[config.mk]
export PLATFORM = sky130hd
export DESIGN_NAME = adder_operand_loader
export DESIGN_NICKNAME = d
export VERILOG_FILES = /design/src/rtl/adder_loader_pkg.sv /design/src/rtl/button_debouncer.sv /design/src/rtl/adder_operand_loader.sv
export SDC_FILE = /design/constraint.sdc
export NUM_CORES = 1
export LEC_CHECK = 0
export BUFFER_PORTS_ARGS = -buffer_cell sky130_fd_sc_hd__buf_4
export CORE_MARGIN = 3
export CORE_UTILIZATION = 46
export CTS_CLUSTER_DIAMETER = 150
export DETAILED_ROUTE_END_ITERATION = 6
export PLACE_DENSITY = 0.8
export SYNTH_ARGS = -nofsm -noshare
export SYNTH_HDL_FRONTEND = slang
export SYNTH_HIERARCHICAL = 1
export SYNTH_SLANG_ARGS = --single-unit
[constraint.sdc]
create_clock -name clock -period 1.23 [get_ports clock]
set_input_delay 0.1845 -clock clock [delete_from_list [all_inputs] [get_ports clock]]
set_output_delay 0.1845 -clock clock [all_outputs]
set_load 0.01 [all_outputs]
[src/rtl/adder_loader_pkg.sv]
// Shared types and widths for the adder operand loader.
package adder_loader_pkg;

    localparam int unsigned OPERAND_W = 3;
    localparam int unsigned STATE_W   = 2;

    typedef enum logic [STATE_W-1:0] {
        WAIT_A  = 2'b00,
        WAIT_B  = 2'b01,
        READY   = 2'b10,
        ILLEGAL = 2'b11
    } state_t;

endpackage

[src/rtl/button_debouncer.sv]
// Synchroniser, consecutive-cycle debounce counter and rising-edge one-shot
// for an asynchronous push-button.
module button_debouncer #(
    parameter int unsigned SYNC_STAGES     = 2,
    parameter int unsigned DEBOUNCE_CYCLES = 4
) (
    input  logic clock,
    input  logic reset,
    input  logic btn_async,
    output logic press
);

    localparam int unsigned CNT_W = $clog2(DEBOUNCE_CYCLES + 1);
    localparam logic [CNT_W-1:0] LAST = CNT_W'(DEBOUNCE_CYCLES - 1);

    logic [SYNC_STAGES-1:0] sync;
    logic                   btn;
    logic                   level;
    logic [CNT_W-1:0]       count;

    assign btn = sync[SYNC_STAGES-1];

    // Accepted level resets high so a button held through reset must be
    // seen low for a full debounce window before it can produce a press.
    always_ff @(posedge clock) begin
        if (reset) begin
            sync  <= '0;
            level <= 1'b1;
            count <= '0;
            press <= 1'b0;
        end else begin
            sync  <= {sync[SYNC_STAGES-2:0], btn_async};
            press <= 1'b0;
            if (btn != level) begin
                if (count == LAST) begin
                    level <= btn;
                    count <= '0;
                    press <= btn;
                end else begin
                    count <= count + CNT_W'(1);
                end
            end else begin
                count <= '0;
            end
        end
    end

endmodule

[src/rtl/adder_operand_loader.sv]
// Collects two operands from a shared switch bus, one per debounced ENTER
// press, and presents them to the ripple adder with a valid flag.
module adder_operand_loader
    import adder_loader_pkg::*;
#(
    parameter int unsigned WIDTH           = OPERAND_W,
    parameter int unsigned SYNC_STAGES     = 2,
    parameter int unsigned DEBOUNCE_CYCLES = 4
) (
    input  logic               clock,
    input  logic               reset,
    input  logic [WIDTH-1:0]   data_in,
    input  logic               enter,
    input  logic               clear,
    output logic [WIDTH-1:0]   op_a,
    output logic [WIDTH-1:0]   op_b,
    output logic               operands_valid,
    output logic [STATE_W-1:0] state_out
);

    logic [SYNC_STAGES-1:0][WIDTH-1:0] data_sync;
    logic [WIDTH-1:0]                  data_s;
    logic                              press;
    state_t                            state, state_next;
    logic [WIDTH-1:0]                  op_a_next, op_b_next;

    button_debouncer #(
        .SYNC_STAGES    (SYNC_STAGES),
        .DEBOUNCE_CYCLES(DEBOUNCE_CYCLES)
    ) u_enter_db (
        .clock    (clock),
        .reset    (reset),
        .btn_async(enter),
        .press    (press)
    );

    // Same depth as the button path so the captured value lines up with press.
    always_ff @(posedge clock) begin
        if (reset) begin
            data_sync <= '0;
        end else begin
            data_sync <= {data_sync[SYNC_STAGES-2:0], data_in};
        end
    end

    assign data_s = data_sync[SYNC_STAGES-1];

    always_ff @(posedge clock) begin
        if (reset) begin
            state <= WAIT_A;
            op_a  <= '0;
            op_b  <= '0;
        end else begin
            state <= state_next;
            op_a  <= op_a_next;
            op_b  <= op_b_next;
        end
    end

    always_comb begin
        state_next = state;
        op_a_next  = op_a;
        op_b_next  = op_b;
        if (clear) begin
            state_next = WAIT_A;
            op_a_next  = '0;
            op_b_next  = '0;
        end else begin
            case (state)
                WAIT_A: if (press) begin
                    op_a_next  = data_s;
                    state_next = WAIT_B;
                end
                WAIT_B: if (press) begin
                    op_b_next  = data_s;
                    state_next = READY;
                end
                READY: if (press) begin
                    op_a_next  = data_s;
                    op_b_next  = '0;
                    state_next = WAIT_B;
                end
                default: state_next = WAIT_A;
            endcase
        end
    end

    always_comb begin
        operands_valid = (state == READY);
        state_out      = state;
    end

endmodule
======== Word-level counts from Yosys, hierarchy flattened ========
Index checks and enable logic that the tools add are counted.
storage, ports and cells
  output and inout bits ................... 9
  bits in registers ....................... 21
  bits of input ports ..................... 7
operators by class
  reductions and logical operators ........ 10
  mux-type cells .......................... 6
  add/subtract/negate cells ............... 1
  bitwise gates (word level) .............. 2
  equal/unequal tests ..................... 7
operators by type and width
  kind                                                   count
  2-to-1 mux 3 bit                                       2
  inequality test 2 x 1 -> 1 bit, second input constant  3
  one-hot mux 3 bit (2 select lines)                     1
  AND reduction 2 bit                                    3
  OR reduction 3 bit                                     2
  2-to-1 mux 2 bit                                       2
  one-hot mux 2 bit (2 select lines)                     1
  OR reduction 2 bit                                     2
  adder 3 x 1 -> 3 bit, second input constant            1
  equality test 3 x 2 -> 1 bit, second input constant    1
  AND reduction 3 bit                                    1
  equality test 2 x 1 -> 1 bit, second input constant    1
  equality test 2 bit, second input constant             1
  logical NOT 2 bit                                      1
  NOT 1 bit                                              2
  nonzero test 2 bit                                     1
  inequality test 1 bit                                  1

======== Longest topological paths before layout ========
Gate-level depths: netlist (run 1).
  word-level depth ........................ 4
  depth in mapped cells ................... 5
  depth with buffers taken out ............ 5

======== Hierarchy ========
Netlist (run 1), hierarchy kept.
by module, submodules not included
  module                area an instance (µm²)  cells each  times used  seq. area each (µm²)
  adder_operand_loader  583.1                   53          1           280.3
  button_debouncer      246.5                   19          1           140.1

======== Worst setup path before layout (run 1) ========
No wires, ideal clock.
  path kind ............................... reg2reg
  start ................................... register state[0] (netlist: state_out[0])
  end ..................................... register state[0] (netlist: state_out[0])
  stages on the path, launching flop included .. 6
  buffers on the path ..................... 0
  clock period less this slack ............ 1424 ps
  arrival ................................. 1309 ps
  setup slack ............................. -194 ps
  path through ............................ dfxtp_1 -> inv_1 -> ha_1 -> o21ai_2 -> o32ai_1 -> and2_1
on the way
  word-level cells in the longest chain between the ends .. 4
RTL lines
  item                                             RTL line                    source
  start: declaration                               adder_operand_loader.sv:24  state_t state, state_next;
  start signal: assignment                         adder_operand_loader.sv:54  state <= state_next;
  equality test 2 bit *                            -
  net operands_valid                               adder_operand_loader.sv:17  output logic operands_valid,
  OR reduction 2 bit (no source line) *            -
  inequality test 2 x 1 -> 1 bit (no source line)  -
  AND reduction 2 bit (no source line)             -
Mark *: on every way through the listed nets, which the timed path passes. The rest lies on a longest branch.
A chain may end at the register's enable or synchronous reset.

======== Worst setup path after layout (run 1) ========
  start ................................... register state[0] (netlist: state_out[0])
  end ..................................... register op_b[2]
on the way
  word-level cells in the longest chain between the ends .. 3
RTL lines
  item                                                                                          RTL line                    source
  equality test 2 x 1 -> 1 bit / equality test 2 bit (equally long branches)                    adder_operand_loader.sv:69  case (state)
  inequality test 2 x 1 -> 1 bit (no source line) / nonzero test 2 bit (equally long branches)  -
  AND reduction 3 bit (no source line)                                                          -
  end signal: assignment                                                                        adder_operand_loader.sv:56  op_b <= op_b_next;
  end: declaration                                                                              adder_operand_loader.sv:16  output logic [WIDTH-1:0] op_b,
Several ways; a longest one is shown, not always the timed one.

==> results.txt, run 1 <==
IO Pins = 16
Die width = 48.5 um
TritonCTS clock tree = built
Crit path kind = reg -> reg
Leak = 0.482 nW
DR iter-0 viols = 9
Max Cap Viol = 0
RSZ-0062 raised after global routing = yes
Grt total ovfl = 0
Layout Nets = 110
Post-Synth XOR/XNOR Area = 0.0106
Die Y = 48.5 um
Post-Route WL = 1.47 mm
Setup crit start kind = flop
DRC = 0
Fraction of layout cells with a size suffix above 1 = 0.463
Setup-failing EPs final = 7
Min setup slack post-route = -0.110 ns
# diodes = 0
Slew margin rel. = 0.695
Vias in the first global route = 624
Multiplexer share of the synthesized area = 0.0362
Port bufs = 15
Worst-path maximum fanout = 6
Distinct cells, synth = 23
Clock skew = 0.00230 ns
Core Area = 1590 um^2
Design Power = 1.11 mW
Tmin final = 1.34 ns
Total number of vias = 604
Sequential share of the synthesized area = 0.507
Number of detailed-route iterations in the first pass = 4
Num rows = 14
Non-filler cells, final = 119
Simple-gate area share of the yosys netlist = 0.193
Cells after synthesis = 72
HPWL Detailed = 1.10 mm
Compound-Gate Fraction of Synth Area = 0.124
Final Instance Area = 1110 um^2
Largest net degree at the start of global routing = 15
WP data arrival = 1.51 ns
Mapped Nets = 86
CTS max path bufs = 2
Synthesis-to-finish area growth = 33.6%
First-pass GRT wire length = 2.59 mm
H-tree depth = 1
Die footprint = 2350 um^2
Post-DRT Antenna Nets = 0
Seq cells post-synth = 21
Placed Instances = 114
Mapped Avg Cell Area = 11.5 um^2
Via density = 5.08
Worst-Margin Slew = 0.458 ns
Total global-route track usage = 0.140
Final Cycle Share = 1.09
Initial Utilization = 0.520
Peak ir drop on the vdd network = 0.860 mV
Placement Setup Slack = -0.105 ns
Setup crit end kind = flop
Clock buffer count from CTS = 3
Violated checks = negative setup slack
Hold WC Path Type = in -> reg
Pwr Density = 998 nW/um^2
Final hold slack = 0.0944 ns
Clock sink count = 21
Synthesized area = 830 um^2
Max Slew Vio Count = 0
Placed Instance Area = 1040 um^2
CP Data Required Time = 1.40 ns
Max Clk Rate = 747 MHz
Worst-path clk slew = 0.10 ns
Worst min-delay path startpoint = data_in[1]
CTS root buf = clkbuf_4
Ys Warns = 6
Post-synthesis adder-cell area fraction = 0.106
Setup crit start = state_out[0]$_SDFFE_PP0P_
Fin. Hold Viols = 0
Crit Reg-Reg Startpoint = state_out[0]$_SDFFE_PP0P_
Antenna violations before repair = 0
Combinational family with the most area after synthesis = simple AND/OR/NAND/NOR gates
Routed WL per cell = 12.4 um
Status = finished with violations
Clock Latency Late Sink = 0.29 ns
RD Place Congestion = 0.831
-- final cells by class --
cell class / instances / area, um^2
well taps: 24 / 30.0
clock buffers: 4 / 26.3
repair buffers: 20 / 154
fillers: 125 / 485
flip-flops and latches: 21 / 428
multi-input cells: 46 / 453
inverters: 4 / 17.5
-- flip-flops by register name, summed over array words and instances, names as in the netlist --
name and cells:
data_s 3, data_sync 3, op_a 3, op_b 3
u_enter_db/count 3, state_out 2, u_enter_db/sync 2, u_enter_db/level 1
u_enter_db/press 1
-- cell families (layout without fill, tap and decap cells) --
group                      after synthesis  after routing
buffers and inverters                    5             28
adders and majority gates                7              7
and+or+nand+nor                         23             23
xor gates and xnor gates                 1              1
DFF                                     21             21
AOI/OAI and AO/OA                       12             12
muxes                                    3              3
-- stage by stage --
stage,util,TNS [ns]
final,0.695,-0.262
after global routing,0.695,-0.615
after CTS,0.692,-0.238
after detailed placement,0.651,-0.191
after global placement,0.651,-0.0227
after floorplan,-,0
-- per-layer routing --
| metal | up-vias | share of wire | track usage |
|---|---|---|---|
| li1 | 302 | - | - |
| met3 | 4 | 0.051 | 0.0399 |
| met4 | 0 | 0.024 | 0.104 |
| met2 | 16 | 0.51 | 0.229 |
| met1 | 282 | 0.42 | 0.153 |
| met5 | - | 0 | 0 |
-- synth_stat cells --
cell type	instances	area (um^2)
nor2b_1	3	18.8
inv_1	4	15.0
nand2b_1	3	18.8
and2_1	1	6.26
nor4b_2	1	15.0
o21ai_2	1	8.76
o211ai_1	4	30.0
nor3_1	1	5.00
xnor2_1	1	8.76
nor4_1	2	12.5
a211o_2	1	10.0
o21ba_1	1	10.0
and2b_2	4	35.0
nor2_1	4	15.0
buf_2	1	5.00
mux2i_1	3	30.0
o41ai_1	4	35.0
and2b_1	2	15.0
o32ai_1	1	8.76
dfxtp_1	21	420
or2_0	1	6.26
ha_1	7	87.6
and4bb_2	1	12.5
-- layout by cell type (no fill, tap or decap), types with 3 or more instances in the layout --
cell type,instances
ha_1,3
nor2_1,4
o211ai_1,4
mux2i_1,3
buf_4,19
nand2b_1,3
clkbuf_4,3
and2b_2,4
dfxtp_1,19
nor2b_1,3
-- worst max-delay path, cell delays in order, from the launching register on --
cell and delay, ns:
dfxtp_4 0.39, inv_4 0.05, ha_4 0.18, o21ba_4 0.22
o211ai_1 0.25, o41ai_2 0.12
-- worst paths after layout --
check / endpoint / slack (ns) / cells after the start
max reg2reg: op_b[2]$_SDFFE_PP0P_ / -0.11 / 5
min reg2reg: u_enter_db/count[0]$_SDFF_PP0_ / 0.44 / 1
min: data_sync[1]$_SDFF_PP0_ / 0.09 / 2
max: op_b[2]$_SDFFE_PP0P_ / -0.11 / 5
-- repair_timing --
action	in CTS	in global routing
pin swaps	1	0
endpoints found under the setup margin	6	12
hold buffers	0	0
buffers inserted	1	0
hold endpoints to repair	0	0
resized for setup	7	2
-- report_power, final --
part           switching (mW)  internal (mW)
Combinational          0.0349         0.0479
Sequential             0.0112          0.703
Clock                   0.183          0.126
No activity file was read; power rests on OpenSTA's default activity.
==> inputs of run 2 (changes only) <==
SYNTH_HIERARCHICAL = default   (was 1)
==> run 2 against run 1 <==
Combinational power increased by 29%. Routed wire length increased by 5.9%. Cell count decreased by 1.7%. Setup slack improved by 0.039 ns. The run still ends with negative setup slack left. First-iteration DRC count decreased by 56%. Non-clock buffer count increased by 3. Synthesized cell count increased by 4.2%.
==> results.txt, run 2 <==
Final Instance Area = 1120 um^2 (+1.4%)
Clock buffer count from CTS = 3 (unchanged)
# diodes = 0 (unchanged)
Post-synth top area share = 0.517 (+0.0101)
Mapped Avg Cell Area = 10.8 um^2 (-5.9%)
Crit path kind = reg -> reg
Slew margin rel. = 0.787 (+0.0922)
Peak ir drop on the vdd network = 0.778 mV (-9.6%)
TritonCTS clock tree = built
DR iter-0 viols = 4 (-5)
Post-Route WL = 1.56 mm (+5.9%)
CP Data Required Time = 1.44 ns (+0.04 ns)
Worst-path maximum fanout = 4 (-2)
HPWL Detailed = 1.06 mm (-3.6%)
Number of detailed-route iterations in the first pass = 4 (unchanged)
Seq cells post-synth = 21 (unchanged)
First-pass GRT wire length = 2.34 mm (-9.6%)
Hold buffer count at cts = 0 (unchanged)
H-tree depth = 1 (unchanged)
IO Pins = 16 (unchanged)
Worst-Margin Slew = 0.319 ns (-0.139 ns)
Slowest stage delay, CP = 0.40 ns (about the same)
Final Cycle Share = 1.06 (-0.0317)
Final hold slack = 0.0641 ns (-0.0303 ns)
Fraction of layout cells with a size suffix above 1 = 0.455 (-0.00771)
Post-synthesis async set-or-reset flop share = 0 (unchanged)
Initial Utilization = 0.516 (-0.00454)
WP data arrival = 1.51 ns (about the same)
Leak = 0.475 nW (-1.3%)
Top cells by area, synth = dfxtp_1, ha_1, mux2i_1, nor2b_1, nor2_2
Synth top cells by count = dfxtp_1, nor2b_1, ha_1, mux2i_1, inv_1
Hold WC Path Type = in -> reg
CTS root buf = clkbuf_4
Total global-route track usage = 0.150 (+0.0102)
Status = finished with violations
Tmin final = 1.30 ns (-0.0390 ns)
Count leader, synth = dfxtp_1
Cells after synthesis = 75 (+4.2%)
Largest net degree at the start of global routing = 16 (+1)
Max Cap Viol = 0 (unchanged)
Worst-path clk slew = 0.11 ns (about the same)
Die footprint = 2310 um^2 (-1.7%)
Commonest non-fill, non-tap cell in the layout = buf_4
Most frequent cells in the layout = buf_4, dfxtp_1, nor2b_1
Vias in the first global route = 575 (-7.9%)
Core Area = 1580 um^2 (-1.1%)
Layout Nets = 115 (+4.5%)
Worst path slowest cell = dfxtp_4
Pwr Density = 1030 nW/um^2 (+2.8%)
Max Clk Rate = 769 MHz (+3.0%)
Placed Instance Area = 983 um^2 (-5.3%)
Setup-failing EPs final = 8 (+1)
Violated checks = negative setup slack
Leading area contributor after synthesis = dfxtp_1
Grt total ovfl = 0 (unchanged)
Synthesis-to-finish area growth = 38.2%
RD Place Congestion = 0.756 (-9.1%)
Mapped Nets = 88 (+2.3%)
Min setup slack post-route = -0.0705 ns (+0.0390 ns)
Total number of vias = 618 (+2.3%)
RSZ-0062 raised after global routing = yes
Port bufs = 15 (unchanged)
Antenna violations before repair = 0 (unchanged)
Sequential share of the synthesized area = 0.517 (+0.0101)
CTS max path bufs = 2 (unchanged)
Die Y = 48.0 um (-0.87%)
Distinct cells, synth = 20 (-13%)
Clock Latency Late Sink = 0.31 ns (+0.02 ns)
Post-DRT Antenna Nets = 0 (unchanged)
Ys Warns = 0 (-6)
Num rows = 14 (unchanged)
Setup crit start kind = flop
Fin. Hold Viols = 0 (unchanged)
DRC = 0 (unchanged)
Synthesized area = 813 um^2 (-2.0%)
Most used DFF post-synth = dfxtp_1
Routed WL per cell = 13.3 um (+7.7%)
Crit path cell chain = inv_1 > ha_4 > o21ai_4 > mux2i_1 > nor3_1
Max Slew Vio Count = 0 (unchanged)
Die width = 48.0 um (-0.87%)
Placement Setup Slack = -0.0382 ns (+0.0671 ns)
Post-synth EDFFs = 0 (unchanged)
Clock skew = 0.0122 ns (+0.00989 ns)
Via density = 5.28 (+4.1%)
Clock sink count = 21 (unchanged)
Setup crit end kind = flop
## run 2: changes by cell type in the layout (fill, tap and decap cells not counted), sizes merged, moves of 3 or more
cell and change:
mux2i +3, nand2 +4, nor2b +6, and2b -6, o41ai -4, buf +3
o211ai -3, nand2b -3, nor3 +3, nand3b +3
## run 2: worst max-delay path, delay by kind of cell, from the launching register on
| kind | cells | cell delay, ns |
|---|---|---|
| DFF | 1 | 0.40 |
| muxes | 1 | 0.23 |
| adders and majority gates | 1 | 0.20 |
| AOI/OAI and AO/OA | 1 | 0.18 |
| buffers and inverters | 1 | 0.12 |
| and+or+nand+nor | 1 | 0.08 |
## run 2: final cells by class
| class | instances | area [um^2] |
|---|---|---|
| repair buffers | 23 | 184 |
| fillers | 117 | 453 |
| well taps | 16 | 20.0 |
| inverters | 5 | 21.3 |
| multi-input cells | 48 | 444 |
| clock buffers | 4 | 26.3 |
| flip-flops and latches | 21 | 428 |
## run 2: path summary, 6_finish.rpt
kind / startpoint / endpoint / slack, ns / cells past startpoint
setup reg to reg: state_out[1]$_SDFFE_PP0P_ / op_a[2]$_SDFFE_PP0P_ / -0.07 / 5
hold / removal: clear / op_a[2]$_SDFFE_PP0P_ / 0.06 / 2
hold reg to reg: data_sync[1]$_SDFF_PP0_ / data_s[1]$_SDFF_PP0_ / 0.45 / 1
setup / recovery: state_out[1]$_SDFFE_PP0P_ / op_a[2]$_SDFFE_PP0P_ / -0.07 / 5
## run 2: repair_timing
action / in CTS / in global routing
setup buffers: 2 / 2
resized for setup: 15 / 3
setup endpoints to repair: 11 / 12
pin swaps: 6 / 5
## run 2: report_power, final
part	switching (mW)	internal, mW
clock	0.196	0.126
sequential	0.0159	0.707
combinational	0.0452	0.0619
## run 2: kinds of logic after synthesis
family,after synthesis,share of synthesized area
compound gates,7,0.0677
xor+xnor,1,0.0108
fa+ha+maj,6,0.0923
buf+inv,6,0.0292
flops,21,0.517
mux,6,0.0738
simple gates,28,0.209
## run 2: routing by layer
layer,global-route usage,share of wire
met1,0.147,0.39
met2,0.259,0.54
met3,0.0677,0.059
met4,0.0860,0.010
met5,0,0
## run 2: per-stage QoR
| stage | power, mW | setup TNS [ns] | util | instances |
|---|---|---|---|---|
| 2_1_floorplan | 0.791 | 0 | - | 75 |
| 3_3_place_gp | 0.824 | 0 | 0.624 | 109 |
| 3_5_place_dp | 0.831 | -0.255 | 0.624 | 109 |
| 4_1_cts | 1.17 | -0.291 | 0.693 | 115 |
| 5_1_grt | 1.22 | -0.825 | 0.713 | 117 |
| 6_report | 1.15 | -0.327 | 0.713 | 117 |
